===== src/rtl/uart_pkg.sv =====
// Shared types and defaults for the uart transmit arbiter.
// FSM encoding and parameter helpers live here.
package uart_pkg;

  localparam int DEF_NB_DATA        = 32;
  localparam int DEF_N_REQ          = 4;
  localparam int DEF_NB_TIMEOUT     = 20;
  localparam int DEF_TIMEOUT_CYCLES = 1000000;

  typedef enum logic [1:0] {
    IDLE,
    START,
    WAIT_DONE,
    RELEASE
  } state_t;

  function automatic int req_id_width(input int n);
    return (n < 2) ? 1 : $clog2(n);
  endfunction

endpackage


===== src/rtl/uart_tx_arbiter_rr_picker.sv =====
// Round-robin priority picker: first set request bit
// at or above the pointer, wrapping around.
module rr_priority_picker
  import uart_pkg::*;
#(
  parameter int N_REQ     = DEF_N_REQ,
  parameter int NB_REQ_ID = req_id_width(N_REQ)
) (
  input  logic [N_REQ-1:0]     i_req,
  input  logic [NB_REQ_ID-1:0] i_ptr,
  output logic [NB_REQ_ID-1:0] o_winner,
  output logic                 o_valid
);

  logic [NB_REQ_ID-1:0] idx;

  // Scan from farthest to nearest so the nearest set bit wins.
  always_comb begin
    o_winner = '0;
    o_valid  = 1'b0;
    idx      = '0;
    for (int i = N_REQ - 1; i >= 0; i--) begin
      idx = i_ptr + NB_REQ_ID'(i);
      if (i_req[idx]) begin
        o_winner = idx;
        o_valid  = 1'b1;
      end
    end
  end

endmodule


===== src/rtl/uart_tx_arbiter.sv =====
// Shares one uart_32b transmit path between requesters,
// with round-robin grant, latched data and a watchdog.
module uart_tx_arbiter
  import uart_pkg::*;
#(
  parameter int NB_DATA        = DEF_NB_DATA,
  parameter int N_REQ          = DEF_N_REQ,
  parameter int NB_REQ_ID      = req_id_width(N_REQ),
  parameter int NB_TIMEOUT     = DEF_NB_TIMEOUT,
  parameter int TIMEOUT_CYCLES = DEF_TIMEOUT_CYCLES
) (
  input  logic                     i_clock,
  input  logic                     i_reset,
  input  logic [N_REQ-1:0]         i_req,
  input  logic [N_REQ-1:0]         i_req_mode_32b,
  input  logic [N_REQ*NB_DATA-1:0] i_req_data,
  input  logic                     i_tx_done_8b_pulse,
  input  logic                     i_tx_done_32b_pulse,
  output logic [NB_DATA-1:0]       o_tx_data,
  output logic                     o_tx_start_8b,
  output logic                     o_tx_start_32b,
  output logic [N_REQ-1:0]         o_ack,
  output logic                     o_timeout_pulse,
  output logic                     o_busy,
  output logic [NB_REQ_ID-1:0]     o_owner
);

  localparam logic [NB_TIMEOUT-1:0] WDOG_LIM =
    NB_TIMEOUT'(TIMEOUT_CYCLES - 1);

  state_t               state;
  logic [NB_REQ_ID-1:0] rr_ptr;
  logic [NB_REQ_ID-1:0] win;
  logic                 win_valid;
  logic                 mode_32b;
  logic [NB_TIMEOUT-1:0] wdog;
  logic                 done_hit;
  logic                 wdog_hit;
  logic [NB_DATA-1:0]   req_word [N_REQ];

  for (genvar k = 0; k < N_REQ; k++) begin : g_unpack
    assign req_word[k] = i_req_data[k*NB_DATA +: NB_DATA];
  end

  assign done_hit = mode_32b ? i_tx_done_32b_pulse
                             : i_tx_done_8b_pulse;
  assign wdog_hit = (wdog == WDOG_LIM);

  rr_priority_picker #(
    .N_REQ     (N_REQ),
    .NB_REQ_ID (NB_REQ_ID)
  ) u_picker (
    .i_req    (i_req),
    .i_ptr    (rr_ptr),
    .o_winner (win),
    .o_valid  (win_valid)
  );

  // Arbiter FSM with registered pulses, data latch and watchdog.
  always_ff @(posedge i_clock) begin
    if (!i_reset) begin
      state           <= IDLE;
      rr_ptr          <= '0;
      mode_32b        <= 1'b0;
      wdog            <= '0;
      o_tx_data       <= '0;
      o_tx_start_8b   <= 1'b0;
      o_tx_start_32b  <= 1'b0;
      o_ack           <= '0;
      o_timeout_pulse <= 1'b0;
      o_busy          <= 1'b0;
      o_owner         <= '0;
    end else begin
      o_tx_start_8b   <= 1'b0;
      o_tx_start_32b  <= 1'b0;
      o_ack           <= '0;
      o_timeout_pulse <= 1'b0;
      unique case (state)
        IDLE: begin
          if (win_valid) begin
            state          <= START;
            o_owner        <= win;
            o_tx_data      <= req_word[win];
            mode_32b       <= i_req_mode_32b[win];
            o_tx_start_32b <= i_req_mode_32b[win];
            o_tx_start_8b  <= !i_req_mode_32b[win];
            o_busy         <= 1'b1;
          end
        end
        START: begin
          wdog  <= '0;
          state <= WAIT_DONE;
        end
        WAIT_DONE: begin
          if (done_hit) begin
            state          <= RELEASE;
            o_ack[o_owner] <= 1'b1;
          end else if (wdog_hit) begin
            state           <= RELEASE;
            o_ack[o_owner]  <= 1'b1;
            o_timeout_pulse <= 1'b1;
          end else begin
            wdog <= wdog + NB_TIMEOUT'(1);
          end
        end
        RELEASE: begin
          rr_ptr <= o_owner + NB_REQ_ID'(1);
          state  <= IDLE;
          o_busy <= 1'b0;
        end
        default: begin
          state <= IDLE;
        end
      endcase
    end
  end

endmodule


===== config.mk =====
export PLATFORM = sky130hd
export DESIGN_NAME = uart_tx_arbiter
export DESIGN_NICKNAME = d
export VERILOG_FILES = /design/src/rtl/uart_pkg.sv /design/src/rtl/uart_tx_arbiter_rr_picker.sv /design/src/rtl/uart_tx_arbiter.sv
export SDC_FILE = /design/constraint.sdc
export NUM_CORES = 1
export LEC_CHECK = 0
export ABC_AREA = 0
export CAP_MARGIN = 10
export CORE_MARGIN = 2
export CORE_UTILIZATION = 45
export CTS_CLUSTER_DIAMETER = 150
export DETAILED_ROUTE_END_ITERATION = 8
export PLACE_DENSITY_LB_ADDON = 0.25
export REMOVE_ABC_BUFFERS = 1
export SLEW_MARGIN = 20
export SYNTH_ARGS = -nofsm -noshare
export SYNTH_HDL_FRONTEND = slang
export SYNTH_SLANG_ARGS = --single-unit

===== constraint.sdc =====
create_clock -name i_clock -period 4.1 [get_ports i_clock]
set_clock_uncertainty 0.2 [all_clocks]
set_input_delay 0.82 -clock i_clock [delete_from_list [all_inputs] [get_ports i_clock]]
set_output_delay 0.82 -clock i_clock [all_outputs]
set_load 0.01 [all_outputs]

## After elaboration in Yosys (flattened, before gate mapping)

Index checks and enable logic that the tools add are counted.
W data, S select, Z words.

- Flip-flop bits (word level): 67
- Input port bits: 140
- Output and inout bits: 42
- Logic and storage cells: 83

- Add/subtract/negate cells: 5
- Magnitude comparators: 8
- Equality and inequality tests: 8
- Multiplexer cells: 36
- Bitwise logic cells: 3
- Reduce and logical (&&, ||, !) cells: 12

Operators with widths:

| operator | count |
|---|---|
| $bmux W32 S2 | 1 |
| $mux W32 | 2 |
| $mux W20 | 2 |
| $pmux W20 S2 | 1 |
| $add A20 B1 Y20 const B | 1 |
| $eq A20 B20 Y1 const B | 1 |
| $lt A2 B3 Y1 const B | 6 |
| $mux W2 | 7 |
| $mux W1 | 13 |
| $bmux W1 S2 | 5 |
| $mux W4 | 2 |
| $pmux W2 S4 | 1 |
| $reduce_and A2 Y1 | 4 |
| $reduce_and A3 Y1 | 2 |
| $add A2 B1 Y2 const B | 2 |
| $add A2 B2 Y2 const B | 2 |
| $eq A2 B2 Y1 const B | 2 |
| $ne A2 B2 Y1 const B | 2 |
| $reduce_bool A2 Y1 | 2 |
| $ge A3 B3 Y1 const B | 1 |
| $ne A3 B3 Y1 const B | 1 |
| $not A2 Y3 | 1 |
| $reduce_or A3 Y1 | 1 |
| $demux W1 S2 | 1 |
| other kinds (8) | 9 |

## Logic depth before layout (Yosys ltp)

- Depth in word-level cells: 11
- Depth in mapped cells: 9

## Modules after synthesis

From an unflattened synthesis, not the netlist that was laid out.

- Cells, all modules: 389
- Area total of the unflattened synthesis: 3,769.9 um^2

By module, submodules not included:

| module | times used | cells an instance | area each (um^2) | seq. area each (um^2) |
|---|---|---|---|---|
| uart_tx_arbiter | 1 | 376 | 3,692.3 | 1,341.3 |
| rr_priority_picker | 1 | 13 | 77.6 | 0.0 |

## Worst setup path after synthesis

No wires, ideal clock.

- Path kind: input port to flip-flop
- From: input port i_req[3]
- To: register o_tx_data[17]
- Library setup time: 0.138 ns
- Arrival: 1.984 ns
- Slack: 1.779 ns
- Stages: 7
- Path buffers: 2
- Cell sequence: nor2_4 -> and4b_4 -> buf_6 -> nor2_8 -> buf_12 -> mux2i_1 -> o221ai_1

- Longest elaborated chain between the ends: 10

RTL lines:

| what | line | text |
|---|---|---|
| start: declaration | uart_tx_arbiter.sv:14 | `input logic [N_REQ-1:0] i_req,` |
| $bmux W1 S2 | uart_tx_arbiter_rr_picker.sv:24 | `if (i_req[idx]) begin` |
| $mux W1 (not written as such) | uart_tx_arbiter_rr_picker.sv:24 |  |
| $mux W2 (4 in a row) | uart_tx_arbiter_rr_picker.sv:24 |  |
| $not A2 Y3 (not written as such) | uart_tx_arbiter.sv:83 | `o_tx_data <= req_word[win];` |
| $bmux W32 S2 | uart_tx_arbiter.sv:83 |  |
| $mux W32 (not written as such) (2 in a row) | uart_tx_arbiter.sv:83 |  |
| end signal: assignment | uart_tx_arbiter.sv:83 |  |
| end: declaration | uart_tx_arbiter.sv:19 | `output logic [NB_DATA-1:0] o_tx_data,` |

Parallel ways exist; a longest one is shown, timed or not. The select of a mux whose other input is x is not followed.
A chain may end at the register's enable or synchronous reset.

## Worst setup path in the final report

- From: input port i_req[3]
- To: register o_tx_data[4]

The elaborated chain is that of the path after synthesis.

==> results.yml <==
pwr:
  p_clk_share_pct: 25.7
  leakagePower_uw: 0.00238
  power_switching_share_pct: 32.7
  power_density_mw_per_mm2: 440
  p_comb_share_pct: 40.4
  pwr-share-seq_pct: 33.9
  internal_power_uw: 1730
  peakVddDrop_mv: 0.468
  p_switching_uw: 840
floorplanning:
  dieHeight_um: 96.2
  initial_utilization_pct: 46.6
  chipWidth_um: 96.2
  rows: 33
  fp.coreArea_mm2: 0.00822
  io_pins: 182
  dieArea_mm2: 0.00926
timing:
  fin_crit_sh_pct: 71.8
  rsz0062_at_grt: "false"
  worst_pin_slew_ns: 0.742
  hold_viol: 0
  fin_tns_setup_ns: 0
  final-max-slew-violation-count: 0
  relSlewSlack_pct: 50.3
  fmax_mhz: 340
  final-setup-viol-count: 0
  timing.final.ws_setup_ns: 1.16
  final.min_clock_period_ns: 2.94
synthesis:
  synth_seq_cells: 67
  syn_area_per_cell_um2: 9.74
  seq_area_frac_synth_pct: 35.0
  synthesis.area_mm2: 0.00383
  synthFlopType: "dfxtp_1"
  async_reset_ff_share_pct: 0
  ys_types: 54
  syn_inst: 393
  synth_edf_count: 0
  yosys_warnings: 0
place:
  gp_routability_congestion: 0.853
  dp_hpwl_um: 9180
  io_buffers: 181
  place_ws_ns: 0.810
  dp_cells: 658
global_route:
  grt_start_max_net_pins: 65
  globalRouteTotalUtil_pct: 25.4
  grt_pass1_wl_um: 18100
  grt_pass1_vias: 3613
  overflow: 0
  antenna_found_initial: 0
worst_setup_path:
  r2r_cells: 7
  cp.required_ns: 4.09
  crit_path_top_delay_cell: "clkdlybuf4s50_1"
  cp-startpoint: "i_req[3]"
  path_class: "input port to flop"
  cpPeakStageDelay_ns: 0.54
  reg2reg_slack_ns: 1.53
  r2r_start: "state[0]"
  path_cells: "clkdlybuf4s50_1 -> nor4_1 -> nor2b_1 -> nand3_2 -> buf_4 -> o221ai_1"
  startpoint_type: "input port"
  rr_endpoint: "wdog[4]"
  cp.arrival_ns: 2.94
  worstPathMaxFanout: 33
  endpoint_kind: "flop"
  crit_path_end: "o_tx_data[4]"
routing:
  detail-route-antenna-nets: 0
  drc: 0
  drt-initial-drc-count: 167
  vias: 3652
  via_per_inst: 5.42
  drtPass1Iterations: 4
  wirelength_um: 12100
  wire_per_inst_um: 17.9
clocking:
  clk_path_buf_depth: 2
  cts_root_buf: "clkbuf_8"
  clkSinkCount: 67
  cts_hold_buf: 0
  clock_latency_ns: 0.33
  cts.repair.resized: 0
  clk_pin_slew_worst_paths_ns: 0.08
  cts_buffers: 9
  htreeDepth: 3
  cts_tree: "built"
  cts_setup_buffers: 0
cells_and_area:
  drive_above_1_share_pct: 7.56
  instances_no_fill: 674
  diodes: 0
  fin_nets: 714
  syn2layout_area_growth_pct: 52.2
outcome:
  status: "finished clean"
job:
  cap_violations: 0
hold_path:
  min_path_type: "flop to flop"
## state kept, by name, summed over array words and instances, names as in the netlist
signal           cells
o_tx_start_8b        1
o_timeout_pulse      1
state                2
o_tx_start_32b       1
o_busy               1
o_tx_data           32
o_owner              2
rr_ptr               2
mode_32b             1
wdog                20
o_ack                4
## cell usage after synthesis (all sizes together) (2+ instances only)
master	count	share of area, %
inv	5	0.49
buf	19	5.4
o21ai	10	1.3
nand2b	4	0.72
nor4	9	2.6
clkbuf	6	0.59
mux2i	68	18
o22ai	2	0.49
nor2b	4	0.65
a31o	2	0.46
o221ai	33	7.5
nand3	12	1.7
and3	7	1.1
nand2	51	5.0
nor2	19	2.5
nor3	4	0.65
a21oi	10	1.3
ha	10	3.3
xnor2	10	2.3
a31oi	3	0.49
and2	12	2.0
and4	5	1.3
nand4	2	0.33
a21boi	2	0.49
nor4b	2	1.0
or3	2	0.33
dfxtp	67	35
## layout by cell type, fill, tap and decap left out, types with 3 or more instances in the layout
| cell type | Yosys | routed |
|---|---|---|
| clkdlybuf4s50_1 | 0 | 181 |
| mux2i_1 | 68 | 68 |
| dfxtp_1 | 67 | 67 |
| nand2_1 | 51 | 51 |
| o221ai_1 | 33 | 33 |
| nor2_1 | 17 | 17 |
| and2_1 | 12 | 12 |
| nand3_1 | 11 | 11 |
| a21oi_1 | 10 | 10 |
| xnor2_1 | 10 | 10 |
| o21ai_0 | 10 | 10 |
| ha_1 | 10 | 10 |
| clkbuf_8 | 0 | 9 |
| and3_1 | 7 | 7 |
| nor4_2 | 7 | 7 |
| inv_1 | 5 | 5 |
| nor2b_1 | 4 | 3 |
| nand2b_1 | 3 | 3 |
| and4_4 | 3 | 3 |
| a31oi_1 | 3 | 3 |
| nor3_1 | 3 | 3 |
| bufinv_16 | 0 | 3 |
| buf_4 | 1 | 3 |
## power groups by stage
stage / clock network, uW / registers, uW / logic [uW]
after global routing: 707 / 887 / 1120
after floorplan: 0 / 933 / 449
after detailed placement: 0 / 886 / 1040
final: 659 / 871 / 1040
after global placement: 0 / 880 / 1010
after CTS: 673 / 871 / 1050
## metrics by stage
stage	hold WS (ns)	utilization [%]	instance area (um2)	power (uW)
4_1_cts	0.270	70.9	5830	2590
3_5_place_dp	0.251	68.0	5590	1930
2_1_floorplan	0.254	-	3600	1380
5_1_grt	0.297	70.9	5830	2710
6_report	0.265	70.9	5830	2570
3_3_place_gp	0.243	68.0	5590	1900
## layout make-up
cell class | instances | area, um2
clock inverters | 7 | 116
fillers | 628 | 2390
repair buffers | 185 | 1850
well taps | 105 | 131
multi-input cells | 296 | 2240
flip-flops and latches | 67 | 1340
clock buffers | 9 | 124
inverters | 5 | 18.8
## worst min path at each step
stage,from,end,cells after the start
finish,o_tx_data[6],o_tx_data[6],2
global route,o_tx_data[25],o_tx_data[25],2
CTS,o_tx_data[6],o_tx_data[6],2
detailed placement,o_tx_data[2],o_tx_data[2],2
global placement,o_tx_data[21],o_tx_data[21],2
floorplan,wdog[5],wdog[5],2
## routing by layer
metal,global-route usage (%),up-vias,share of wire [%]
met4,10.0,0,1.9
met1,29.2,1727,40
li1,-,1797,-
met2,43.9,112,49
met5,0,-,0
met3,7.44,16,8.9
## critical path, delay by kind of cell
kind	cells	cell delay, ns
and+or+nand+nor	3	0.97
buffers and inverters	2	0.92
AOI/OAI and AO/OA	1	0.20
## kinds of logic after synthesis
logic type	share of synthesized area, %
flip-flops	35.0
multiplexers	17.8
buffers and inverters	6.47
AND/OR/NAND/NOR	21.2
AO/OA/AOI/OAI	13.7
adder cells (fa/ha/maj)	3.27
XOR/XNOR	2.52
No activity file was read; power rests on OpenSTA's default activity.
